## src/rtl/spi_peripheral_if.sv

```systemverilog
// SPI peripheral bus: serial pins plus parallel word side.
// master drives the pins and tx word, slave is the peripheral.
interface spi_peripheral_if #(
  parameter int TX_WIDTH = 24,
  parameter int RX_WIDTH = 24
);
  logic                sck;
  logic                cs;
  logic                sdi;
  logic                sdo;
  logic [TX_WIDTH-1:0] tx_data;
  logic [RX_WIDTH-1:0] rx_data;
  logic                rx_valid;
  logic                frame_err;
  logic                busy;

  modport master (
    output sck, cs, sdi, tx_data,
    input  sdo, rx_data, rx_valid, frame_err, busy
  );

  modport slave (
    input  sck, cs, sdi, tx_data,
    output sdo, rx_data, rx_valid, frame_err, busy
  );
endinterface

```

## src/rtl/spi_peripheral.sv

```systemverilog
// SPI mode-0 peripheral, oversampled by clk.
// Full-duplex frame: tx word out on sdo, rx word in from sdi.
module spi_peripheral #(
  parameter int TX_WIDTH  = 24,
  parameter int RX_WIDTH  = 24,
  parameter int CNT_WIDTH = 6
) (
  input logic             clk,
  input logic             nrst,
  spi_peripheral_if.slave bus
);

  typedef enum logic [1:0] {
    IDLE,
    LOAD,
    ACTIVE,
    FINISH
  } state_t;

  localparam logic [CNT_WIDTH-1:0] RX_CNT =
    CNT_WIDTH'(RX_WIDTH);

  state_t state, state_nx;

  logic [2:0] sck_q;
  logic [2:0] cs_q;
  logic [1:0] sdi_q;

  logic [CNT_WIDTH-1:0] cnt;
  logic [TX_WIDTH-1:0]  tx_sr;
  logic [RX_WIDTH-1:0]  rx_sr;
  logic                 cs_pend;

  logic sck_rise, sck_fall;
  logic cs_rise, cs_fall;
  logic st_load, st_active, st_finish;

  // [1:0] is the synchronizer, [2] is the edge reference
  always_ff @(posedge clk or negedge nrst) begin
    if (!nrst) begin
      sck_q <= '0;
      cs_q  <= '0;
      sdi_q <= '0;
    end else begin
      sck_q <= {sck_q[1:0], bus.sck};
      cs_q  <= {cs_q[1:0], bus.cs};
      sdi_q <= {sdi_q[0], bus.sdi};
    end
  end

  assign sck_rise = sck_q[1] & ~sck_q[2];
  assign sck_fall = ~sck_q[1] & sck_q[2];
  assign cs_rise  = cs_q[1] & ~cs_q[2];
  assign cs_fall  = ~cs_q[1] & cs_q[2];

  always_ff @(posedge clk or negedge nrst) begin
    if (!nrst) state <= IDLE;
    else       state <= state_nx;
  end

  always_comb begin
    state_nx = state;
    unique case (state)
      IDLE:   if (cs_fall || cs_pend) state_nx = LOAD;
      LOAD:   state_nx = ACTIVE;
      ACTIVE: if (cs_rise) state_nx = FINISH;
      FINISH: state_nx = IDLE;
      default: state_nx = IDLE;
    endcase
  end

  always_comb begin
    st_load   = 1'b0;
    st_active = 1'b0;
    st_finish = 1'b0;
    bus.busy  = 1'b1;
    unique case (state)
      IDLE:   bus.busy  = 1'b0;
      LOAD:   st_load   = 1'b1;
      ACTIVE: st_active = 1'b1;
      FINISH: st_finish = 1'b1;
      default: bus.busy = 1'b0;
    endcase
  end

  // A cs fall seen in FINISH would be lost on the way to IDLE
  always_ff @(posedge clk or negedge nrst) begin
    if (!nrst) cs_pend <= 1'b0;
    else       cs_pend <= st_finish & cs_fall;
  end

  always_ff @(posedge clk or negedge nrst) begin
    if (!nrst) begin
      cnt   <= '0;
      tx_sr <= '0;
      rx_sr <= '0;
    end else if (st_load) begin
      cnt   <= '0;
      tx_sr <= bus.tx_data;
      rx_sr <= '0;
    end else if (st_active) begin
      if (sck_rise) begin
        rx_sr <= {rx_sr[RX_WIDTH-2:0], sdi_q[1]};
        if (!(&cnt)) cnt <= cnt + 1'b1;
      end
      if (sck_fall) tx_sr <= {tx_sr[TX_WIDTH-2:0], 1'b0};
    end
  end

  always_ff @(posedge clk or negedge nrst) begin
    if (!nrst) begin
      bus.rx_data   <= '0;
      bus.rx_valid  <= 1'b0;
      bus.frame_err <= 1'b0;
    end else begin
      bus.rx_valid  <= st_finish & (cnt >= RX_CNT);
      bus.frame_err <= st_finish & (cnt < RX_CNT);
      if (st_finish && cnt >= RX_CNT) bus.rx_data <= rx_sr;
    end
  end

  assign bus.sdo = tx_sr[TX_WIDTH-1];

endmodule

```

## src/flat_wrapper.sv

```systemverilog
// flat-port wrapper written by rule: the top's interface ports become plain ports
module spi_peripheral_flat 
#(
  parameter int TX_WIDTH  = 24,
  parameter int RX_WIDTH  = 24,
  parameter int CNT_WIDTH = 6
)
  (clk, nrst, bus_sck, bus_cs, bus_sdi, bus_tx_data, bus_sdo, bus_rx_data, bus_rx_valid, bus_frame_err, bus_busy);
  spi_peripheral_if #(.TX_WIDTH(TX_WIDTH), .RX_WIDTH(RX_WIDTH)) bus_i ();
  input logic clk;
  input logic nrst;
  input wire logic [$bits(bus_i.sck)-1:0] bus_sck;
  input wire logic [$bits(bus_i.cs)-1:0] bus_cs;
  input wire logic [$bits(bus_i.sdi)-1:0] bus_sdi;
  input wire logic [$bits(bus_i.tx_data)-1:0] bus_tx_data;
  output wire logic [$bits(bus_i.sdo)-1:0] bus_sdo;
  output wire logic [$bits(bus_i.rx_data)-1:0] bus_rx_data;
  output wire logic [$bits(bus_i.rx_valid)-1:0] bus_rx_valid;
  output wire logic [$bits(bus_i.frame_err)-1:0] bus_frame_err;
  output wire logic [$bits(bus_i.busy)-1:0] bus_busy;
  assign bus_i.sck = bus_sck;
  assign bus_i.cs = bus_cs;
  assign bus_i.sdi = bus_sdi;
  assign bus_i.tx_data = bus_tx_data;
  assign bus_sdo = bus_i.sdo;
  assign bus_rx_data = bus_i.rx_data;
  assign bus_rx_valid = bus_i.rx_valid;
  assign bus_frame_err = bus_i.frame_err;
  assign bus_busy = bus_i.busy;
  spi_peripheral #(.TX_WIDTH(TX_WIDTH), .RX_WIDTH(RX_WIDTH), .CNT_WIDTH(CNT_WIDTH)) u_core (.clk(clk), .nrst(nrst), .bus(bus_i));
endmodule
```

## config.mk

```make
export PLATFORM = sky130hd
export DESIGN_NAME = spi_peripheral_flat
export DESIGN_NICKNAME = d
export VERILOG_FILES = /design/src/rtl/spi_peripheral_if.sv /design/src/rtl/spi_peripheral.sv /design/src/flat_wrapper.sv
export SDC_FILE = /design/constraint.sdc
export NUM_CORES = 1
export LEC_CHECK = 0
export ABC_AREA = 1
export CAP_MARGIN = 20
export CELL_PAD_IN_SITES_DETAIL_PLACEMENT = 0
export CELL_PAD_IN_SITES_GLOBAL_PLACEMENT = 2
export CORE_ASPECT_RATIO = 1.4
export CORE_MARGIN = 5
export CORE_UTILIZATION = 30
export DETAILED_ROUTE_END_ITERATION = 8
export GPL_ROUTABILITY_DRIVEN = 0
export PLACE_DENSITY = 0.8
export SYNTH_ARGS = -nofsm -noshare
export SYNTH_HDL_FRONTEND = slang
export SYNTH_SLANG_ARGS = --single-unit
export TNS_END_PERCENT = 50
```

## constraint.sdc

```tcl
create_clock -name clk -period 1.5 [get_ports clk]
set_input_delay 0.45 -clock clk [delete_from_list [all_inputs] [get_ports clk]]
set_output_delay 0.45 -clock clk [all_outputs]
set_load 0.05 [all_outputs]
```

# Word level (Yosys, flattened, before mapping)
# Cells that the tools add are included.
# word_totals
register_bits,91
out_inout_bits,28
word_cells,59
# classes
n_addsub,1
order_cmp,2
eq_ne,6
n_mux,17
bitwise_logic,11
reduce_logical,11
# op_table
op,n
2-to-1 mux 24 bit,6
2-to-1 mux 6 bit,4
one-hot mux 2 bit (4 select lines),1
bitwise AND 1 bit,7
"adder 6 x 1 -> 6 bit, second input constant",1
"greater-or-equal comparator 6 x 5 -> 1 bit, second input constant",1
"< comparator 6 x 5 -> 1 bit, second input constant",1
"!= test 2 x 1 -> 1 bit, second input constant",3
AND reduction 2 bit,3
AND reduction 6 bit,1
nonzero test 2 bit,3
"equality test 2 bit, second input constant",2
2-to-1 mux 1 bit,4
2-to-1 mux 2 bit,2
NOT 1 bit,4
AND reduction 3 bit,1
"equality test 2 x 1 -> 1 bit, second input constant",1
zero test 2 bit,1
logical AND 1 bit,1
logical OR 1 bit,1

# Longest topological paths before layout
# Gate-level depths: netlist of run 1.
# depth
ltp_word,5
depth_mapped,8
depth_no_buf,8

# Least setup slack after synthesis of run 1
# Ideal clock, no wire load.
# synth_timing
path_type,register to register
startpoint,reg u_core.state[0]
endpoint,reg u_core.tx_sr[4]
t_arrival_ps,1344
path_slack_ps,25
stages_incl_launch_ff,9
path_buffers,2
synth_period_minus_slack_ps,1475
cell_sequence,dfrtp_1 -> inv_1 -> ha_1 -> inv_1 -> a21oi_2 -> buf_4 -> buf_4 -> o211ai_1 -> o21ai_0
# synth_between
elab_chain_cells,4
# synth_lines
item,line_no,rtl
from (decl),spi_peripheral.sv:23,"state_t state, state_nx;"
from (signal assigned),spi_peripheral.sv:58,else state <= state_nx;
equality test 2 x 1 -> 1 bit / equality test 2 bit (equally long branches),spi_peripheral.sv:77,unique case (state)
2-to-1 mux 1 bit,spi_peripheral.sv:77,
nonzero test 2 bit (no source line),n/a,
AND reduction 2 bit (no source line),n/a,
to (signal assigned),spi_peripheral.sv:99,tx_sr <= bus.tx_data;
to (signal assigned),spi_peripheral.sv:106,"if (sck_fall) tx_sr <= {tx_sr[TX_WIDTH-2:0], 1'b0};"
to (decl),spi_peripheral.sv:30,logic [TX_WIDTH-1:0] tx_sr;
# Parallel ways exist; a longest one is shown, timed or not.
# A chain may end at the register's enable or synchronous reset.

# Worst setup path in the final report of run 1
# layout_timing
startpoint,reg u_core.state[1]
endpoint,out bus_busy
# layout_between
elab_chain_cells,2
# layout_lines
item,line_no,rtl
zero test 2 bit,spi_peripheral.sv:77,
2-to-1 mux 1 bit,spi_peripheral.sv:77,
to (decl),flat_wrapper.sv:20,output wire logic [$bits(bus_i.busy)-1:0] bus_busy;
# Every way passes these cells.

==> summary.txt, run 1 <==
====================================================================================================
Status                                                                                  complete, but fails checks
Failing checks                                                                          negative setup slack
Cells traversed along the worst timing path                                             inv_2, ha_4, inv_4, buf_12
Commonest register cell after synthesis                                                 sky130_fd_sc_hd__dfrtp_1
Port Buffer Count                                                                                 56
FP Rows                                                                                           49
Biggest area contributors in the synthesized netlist                                    sky130_fd_sc_hd__dfrtp_1 (59%), sky130_fd_sc_hd__o21ai_0 (8.8%), sky130_fd_sc_hd__nand2_1 (5.9%)
Clk Tree Root Cell                                                                      sky130_fd_sc_hd__clkbuf_16
Setup repair after global routing missed its margin                                             true
Met3 usage                                                                                    2.322%
Sequential group share of total power                                                          35.0%
Ratio of cells with drive above 1 in the final layout                                         21.80%
Routing usage on met2                                                                         18.23%
Number of vias in the routed layout                                                             2846
Share of Yosys cell area claimed by the top area cell type                                    58.63%
Number of warnings printed during yosys synthesis                                                  0
Start-to-end type of the worst setup path                                                 reg -> out
Syn Area/Cell                                                                            9.661 sq um
Commonest non-fill, non-tap cell in the layout                                          sky130_fd_sc_hd__dfrtp_1
Critical R2R Capture                                                                    u_core.tx_sr[10]
PwrDens                                                                                 1677 nW/um^2
Routed wire per std cell                                                                    13.46 um
Max Buffers Root-to-Sink                                                                           2
Post-place setup slack                                                                    -0.1246 ns
Initial cell density of the core                                                              30.46%
Global-route wire length before repair                                                      13.94 mm
Post-route DRC                                                                                     0
Most frequent cells in the layout                                                       sky130_fd_sc_hd__dfrtp_1 (91), sky130_fd_sc_hd__o21ai_0 (65), sky130_fd_sc_hd__nand2_1 (59), sky130_fd_sc_hd__inv_1 (56), sky130_fd_sc_hd__buf_12 (36)
Netlist Area Pre-Place                                                                    3884 sq um
Via count of the first global-routing pass                                                      2894
Combinational fraction of design power                                                         40.4%
Number of synthesized flops with an enable pin                                                     0
Syn Nets                                                                                         438
Slowest cell on the critical path                                                       sky130_fd_sc_hd__dfrtp_1
Die extent in x                                                                             106.2 um
Antenna violations before repair                                                                   0
Rel. slew slack                                                                               76.90%
Distinct cell type count after synthesis                                                          28
Max Clk Rate                                                                               625.5 MHz
# placed instances                                                                               605
Reg-to-reg setup timing slack                                                               -0.06 ns
Category of cells accounting for the largest share of critical-path delay                 flip-flops
Crit share post-route                                                                         106.6%
Worst-Skew Late Latency                                                                      0.33 ns
Number of design-rule violations left by the first detailed-router iteration                      77
TritonCTS clock tree                                                                           built
Largest net degree at the start of global routing                                                 48
Deepest level of the CTS H-tree                                                                    3
Most crowded layer after global routing                                                         met2
Number of CTS-inserted buffers                                                                     9
Hold Slack                                                                                0.01438 ns
Number of max-slew violations in the final report                                                  0
Area growth syn-to-layout                                                                     40.50%
Internal Dissipation                                                                        5.897 mW
Half-perimeter wire length after placement                                                  5.418 mm
Worst endpoint required time                                                                 1.05 ns
Data arrival time of the critical path                                                       1.15 ns
DRT antenna net count                                                                              0
Final Hold Violating Endpoints                                                                     0
Critical Path End Type                                                                   output port
Number of flip-flops and latches in the synthesized netlist                                       91
Clock power share                                                                              24.5%
Final setup TNS                                                                           -0.7462 ns
Antenna diodes                                                                                     0
Core Area                                                                                12750 sq um
Post-synthesis cell count                                                                        402
Vias per Instance                                                                              4.517
Worst path max stage delay                                                                   0.40 ns
First-pass detailed-route iteration total                                                          4
Switching Share                                                                               35.57%
Area enclosed by the die boundary                                                        15350 sq um
Hold Buf Count CTS                                                                                 0
Crit path setup slack, layout                                                            -0.09875 ns
Reg-to-reg critical path startpoint                                                     u_core.state[1]
Final number of setup-violating endpoints                                                         23
Number of buffers and inverters on the critical path                                               3
Total Wirelength                                                                            8.481 mm
Static Leakage                                                                              2.462 nW
Clock tree skew after final layout                                                       0.009105 ns
Switching power                                                                             3.255 mW
Clock-pin slew reported for the worst setup and hold paths after clock tree synthesis        0.07 ns
Actual slew at the worst max-slew pin                                                      0.3464 ns
Worst IR Drop VDD                                                                          0.6674 mV
Portion of the post-synthesis area used by sequential elements                                58.63%
Final nets                                                                                       508
Boundary Pins                                                                                     57
Post-layout min period                                                                      1.599 ns
Met1 track demand over resource in global routing                                             14.90%
Startpoint type of the worst setup path                                                    flip-flop
Number of standard cells in the layout, taps in and fillers out                                  630
Library cell with the largest summed area after synthesis                               sky130_fd_sc_hd__dfrtp_1
Global-route usage over all layers                                                            11.29%
Leftover overflow at the end of global routing                                                     0
Number of clock sinks seen by CTS                                                                 91
CP max FO                                                                                          3
Hold Crit Class                                                                          in -> async
Max-cap violation count                                                                            0
Fraction of registers with async set/reset                                                    100.0%
Height of the chip                                                                          144.6 um
Length in cells of the worst reg-to-reg path                                                       8
====================================================================================================
[metal layers]
layer / up-vias / share of wire (%) / wire, um
met2: 47 / 50 / 4255
met4: 0 / 1.4 / 117
met3: 7 / 3.1 / 265
li1: 1437 / - / -
met1: 1355 / 45 / 3842
met5: - / 0 / 0
[layout make-up]
cell class	count	area, sq um
multi-input combinational	226	1271
fill	1237	7296
inverter	61	231.5
sequential	91	2277
clock buffer	9	225.2
timing repair buffer	83	1184
tap	153	191.4
clock inverter	7	76.32
[through the flow]
step                      total power, mW  util [%]  cell area [sq um]
after floorplan                     5.280         -               3884
after global placement              6.225     39.00               4974
after detailed placement            6.301     39.00               4974
after CTS                           8.848     41.93               5346
after global routing                9.876     42.79               5456
final                               9.153     42.79               5456
[worst max path at each step]
stage,cells after the start,to,startpoint
finish,4,bus_busy,u_core.state[1]
global route,4,bus_busy,u_core.state[1]
CTS,4,bus_busy,u_core.state[1]
detailed placement,7,u_core.rx_sr[13],u_core.state[0]
global placement,7,u_core.rx_sr[18],u_core.state[0]
floorplan,8,u_core.tx_sr[4],u_core.state[0]
[state kept, by name, indices dropped and copies added, names as in the netlist]
signal	cells
u_core.bus.rx_data	24
u_core.rx_sr	24
u_core.tx_sr	24
u_core.cnt	6
u_core.cs_q	3
u_core.sck_q	3
u_core.sdi_q	2
u_core.state	2
u_core.bus.frame_err	1
u_core.bus.rx_valid	1
u_core.cs_pend	1
[logic make-up (layout without fill, tap and decap cells)]
kind of cell	count (synthesis)	count (layout)	share of synthesized area, %
simple gates	112	112	12.73
compound gates	106	106	16.27
flops	91	91	58.63
buf+inv	85	160	9.890
fa+ha+maj	7	7	2.255
xor+xnor	1	1	0.2256
[timing repair]
action,in CTS,in global routing
pin swaps,1,4
setup endpoints to repair,50,56
buffers inserted,5,2
gates cloned,0,3
gates resized for setup,13,7
[Yosys cell counts, types with 2 or more instances]
library cell	n
sky130_fd_sc_hd__dfrtp_1	91
sky130_fd_sc_hd__o21ai_0	68
sky130_fd_sc_hd__nand2_1	61
sky130_fd_sc_hd__inv_1	59
sky130_fd_sc_hd__nand3_1	30
sky130_fd_sc_hd__o211ai_1	22
sky130_fd_sc_hd__nor2_1	10
sky130_fd_sc_hd__o21ai_2	10
sky130_fd_sc_hd__buf_2	8
sky130_fd_sc_hd__buf_4	7
sky130_fd_sc_hd__ha_1	7
sky130_fd_sc_hd__nand2_2	6
sky130_fd_sc_hd__clkbuf_1	5
sky130_fd_sc_hd__inv_2	2
sky130_fd_sc_hd__o21ai_1	2
sky130_fd_sc_hd__o21bai_1	2
[worst reg2reg max path, cell delays in order (launching register included)]
cell and delay (ns):
sky130_fd_sc_hd__dfrtp_1 0.40, sky130_fd_sc_hd__inv_2 0.11, sky130_fd_sc_hd__ha_4 0.21, sky130_fd_sc_hd__inv_1 0.17, sky130_fd_sc_hd__a21oi_4 0.05, sky130_fd_sc_hd__buf_12 0.14, sky130_fd_sc_hd__clkbuf_16 0.16, sky130_fd_sc_hd__o211ai_1 0.08
sky130_fd_sc_hd__o21ai_0 0.10
[power by group through the flow]
| stage | Sequential [mW] | Combinational (mW) | Clock, mW |
|---|---|---|---|
| after floorplan | 3.28 | 2.00 | 0 |
| after global placement | 3.23 | 2.99 | 0 |
| after detailed placement | 3.24 | 3.06 | 0 |
| after CTS | 3.20 | 3.31 | 2.33 |
| after global routing | 3.25 | 4.19 | 2.43 |
| final | 3.21 | 3.70 | 2.25 |
(Power assumes the default switching activity.)
==> run 2: changes to the inputs <==
--- a/config.mk
+++ b/config.mk
@@ -11,10 +11,12 @@
 export CELL_PAD_IN_SITES_GLOBAL_PLACEMENT = 2
 export CORE_ASPECT_RATIO = 1.4
 export CORE_MARGIN = 5
-export CORE_UTILIZATION = 30
+export CORE_UTILIZATION = 34
 export DETAILED_ROUTE_END_ITERATION = 8
 export GPL_ROUTABILITY_DRIVEN = 0
-export PLACE_DENSITY = 0.8
+export PLACE_DENSITY = 0.86
+export RECOVER_POWER = 25
+export SETUP_SLACK_MARGIN = 0.3
 export SYNTH_ARGS = -nofsm -noshare
 export SYNTH_HDL_FRONTEND = slang
 export SYNTH_SLANG_ARGS = --single-unit
==> constraint.sdc (replaced) <==
create_clock -name clk -period 1.7 [get_ports clk]
set_input_delay 0.51 -clock clk [delete_from_list [all_inputs] [get_ports clk]]
set_output_delay 0.51 -clock clk [all_outputs]
set_load 0.05 [all_outputs]
==> summary.txt, run 2 (same netlist as run 1, synthesis figures left out) <==
====================================================================================================
Worst endpoint required time                                                                 1.97 ns   +0.92 ns
Deepest level of the CTS H-tree                                                                    3   unchanged
Reg-to-reg critical path startpoint                                                     u_core.state[1]
Sink of the worst hold path                                                             u_core.sdi_q[1]
Post-route design area                                                                    6412 sq um   +18%
Commonest non-fill, non-tap cell in the layout                                          sky130_fd_sc_hd__dfrtp_1
Sequential group share of total power                                                          25.9%   -9.1 points
Core Area                                                                                11280 sq um   -12%
Final Hold Violating Endpoints                                                                     0   unchanged
Crit share post-route                                                                         103.7%
Total Wirelength                                                                            10.68 mm   +26%
Setup repair after global routing missed its margin                                             true
Via count of the first global-routing pass                                                      3342   +15%
TritonCTS clock tree                                                                           built
Ratio of cells with drive above 1 in the final layout                                         37.43%   +16 points
Data arrival time of the critical path                                                       2.03 ns   +0.88 ns
Clock tree skew after final layout                                                       0.008552 ns   -0.0005530 ns
Length in cells of the worst reg-to-reg path                                                      12   +4
Routed wire per std cell                                                                    16.45 um   +22%
Start-to-end type of the worst setup path                                                 reg -> reg
Internal Dissipation                                                                        7.111 mW   +21%
Die extent in x                                                                             100.3 um   -5.5%
Number of CTS-inserted buffers                                                                     9   unchanged
Worst IR Drop VDD                                                                          0.7403 mV   +11%
Final nets                                                                                       536   +5.5%
Most frequent cells in the layout                                                       sky130_fd_sc_hd__dfrtp_1 (88), sky130_fd_sc_hd__inv_1 (54), sky130_fd_sc_hd__nand2_1 (45), sky130_fd_sc_hd__o21ai_1 (44), sky130_fd_sc_hd__buf_12 (42)
Failing checks                                                                          negative setup slack
Area enclosed by the die boundary                                                        13690 sq um   -11%
Global-route usage over all layers                                                            15.63%   +4.3 points
Half-perimeter wire length after placement                                                  5.290 mm   -2.3%
DRT antenna net count                                                                              0   unchanged
Rel. slew slack                                                                               13.80%   -63 points
Hold Slack                                                                                 0.3562 ns   +0.3418 ns
Reg-to-reg setup timing slack                                                               -0.06 ns   about the same
Height of the chip                                                                          136.5 um   -5.6%
Clock power share                                                                              18.8%   -5.7 points
Number of max-slew violations in the final report                                                  0   unchanged
Clock-pin slew reported for the worst setup and hold paths after clock tree synthesis        0.07 ns   about the same
First-pass detailed-route iteration total                                                          4   unchanged
Cell depth of the worst hold path                                                                  0
Regs by FF count                                                                        u_core.bus.rx_data: 24 flops, u_core.rx_sr: 24 flops, u_core.tx_sr: 24 flops
Post-layout min period                                                                      1.762 ns
Number of design-rule violations left by the first detailed-router iteration                     139   +81%
Post-route DRC                                                                                     0   unchanged
Hold Crit Class                                                                           reg -> reg
Static Leakage                                                                              2.800 nW   +14%
Max Buffers Root-to-Sink                                                                           2   unchanged
Initial cell density of the core                                                              34.43%   +4.0 points
Number of vias in the routed layout                                                             3188   +12%
Vias per Instance                                                                              4.912   +8.7%
Max-cap violation count                                                                            0   unchanged
Switching power                                                                             4.024 mW   +24%
Combinational fraction of design power                                                         55.3%   +15 points
FP Rows                                                                                           46   -6.1%
Boundary Pins                                                                                     57   unchanged
Startpoint type of the worst setup path                                                    flip-flop
Final number of setup-violating endpoints                                                         13   -43%
Port Buffer Count                                                                                 56   unchanged
Worst-Skew Late Latency                                                                      0.35 ns   +0.02 ns
Clk Tree Root Cell                                                                      sky130_fd_sc_hd__clkbuf_16
Leftover overflow at the end of global routing                                                     0   unchanged
PwrDens                                                                                 1736 nW/um^2   +3.5%
Critical R2R Capture                                                                    u_core.tx_sr[1]
Global-route wire length before repair                                                      16.86 mm   +21%
Hold Buf Count CTS                                                                                 0   unchanged
Antenna violations before repair                                                                   0   unchanged
Antenna diodes                                                                                     0   unchanged
Largest net degree at the start of global routing                                                 36   -25%
Number of clock sinks seen by CTS                                                                 91   unchanged
Status                                                                                  complete, but fails checks
Worst Min Path Start                                                                    u_core.sdi_q[0]
Switching Share                                                                               36.14%   +0.57 points
Max Clk Rate                                                                               567.5 MHz
Crit path setup slack, layout                                                            -0.06217 ns   +0.03658 ns
Cell area after placement                                                                 4946 sq um   -0.55%
CP max FO                                                                                          6   +3
Critical Path End Type                                                                     flip-flop
Actual slew at the worst max-slew pin                                                       1.293 ns   +0.9465 ns
Area growth syn-to-layout                                                                     65.11%
====================================================================================================
==> run 2: cell count changes in the layout (fill, tap and decap cells not counted), moves of 10 or more <==
cell / delta
sky130_fd_sc_hd__o21ai_0: -53
sky130_fd_sc_hd__nand2_1: -14
sky130_fd_sc_hd__buf_6: +11
sky130_fd_sc_hd__nand3_1: -24
sky130_fd_sc_hd__buf_4: -10
sky130_fd_sc_hd__o21ai_2: +13
sky130_fd_sc_hd__nand3_2: +22
sky130_fd_sc_hd__o21ai_1: +40
sky130_fd_sc_hd__buf_16: +14
==> run 2: power groups by stage <==
stage	Clock [mW]	Sequential (mW)	Combinational, mW
2_1_floorplan	0	2.91	1.97
3_3_place_gp	0	2.88	2.60
3_5_place_dp	0	2.90	2.65
4_1_cts	2.12	2.85	5.50
5_1_grt	2.24	2.92	6.55
6_report	2.09	2.88	6.16
==> run 2: how the worst max path moves through the flow <==
stage	startpoint	endpoint	cells past startpoint
5_1_grt	u_core.state[1]	u_core.tx_sr[1]	12
2_1_floorplan	u_core.state[0]	u_core.tx_sr[23]	8
3_3_place_gp	u_core.state[0]	u_core.cnt[5]	7
4_1_cts	u_core.state[0]	bus_busy	4
6_report	u_core.state[1]	u_core.tx_sr[1]	12
3_5_place_dp	u_core.state[0]	u_core.cnt[0]	6
==> run 2: what timing repair did <==
item	4_1_cts	5_1_grt
cloned	14	7
resized for setup	102	56
endpoints found under the setup margin	99	98
setup buffers	21	2
hold endpoints to repair	0	0
pin swaps	11	22
==> run 2: cell type report <==
| type | count | area [sq um] |
|---|---|---|
| flip-flops and latches | 91 | 2281 |
| fillers | 972 | 4868 |
| clock inverters | 7 | 81.33 |
| well taps | 144 | 180.2 |
| clock buffers | 9 | 225.2 |
| multi-input cells | 227 | 1565 |
| repair buffers | 110 | 1839 |
| inverters | 61 | 240.2 |
==> run 2: per-layer routing <==
layer,wire length [um],track usage [%]
met5,0,0
met4,203,5.843
met1,4340,19.42
met2,5686,26.25
met3,448,3.696
==> run 2: per-stage QoR <==
stage               utilization, %  setup TNS [ns]  instances  total power, mW  setup slack (ns)
CTS                          53.99         -0.3229        640            10.47          -0.03621
detailed placement           43.84               0        589            5.546            0.1259
global placement             43.84               0        589            5.482            0.1996
finish                       56.84         -0.5322        649            11.13          -0.06217
floorplan                        -               0        402            4.871            0.2854
global route                 56.84          -4.361        649            11.70           -0.1418
==> run 2: worst max-delay path, stage by stage, from the launching register on <==
cell                       delay [ns]
sky130_fd_sc_hd__dfrtp_1         0.39
sky130_fd_sc_hd__inv_2           0.09
sky130_fd_sc_hd__buf_6           0.10
sky130_fd_sc_hd__buf_6           0.09
sky130_fd_sc_hd__ha_4            0.17
sky130_fd_sc_hd__inv_8           0.03
sky130_fd_sc_hd__a21oi_4         0.19
sky130_fd_sc_hd__buf_6           0.14
sky130_fd_sc_hd__buf_6           0.12
sky130_fd_sc_hd__buf_12          0.10
sky130_fd_sc_hd__buf_16          0.10
sky130_fd_sc_hd__o211ai_1        0.09
sky130_fd_sc_hd__o21ai_1         0.08
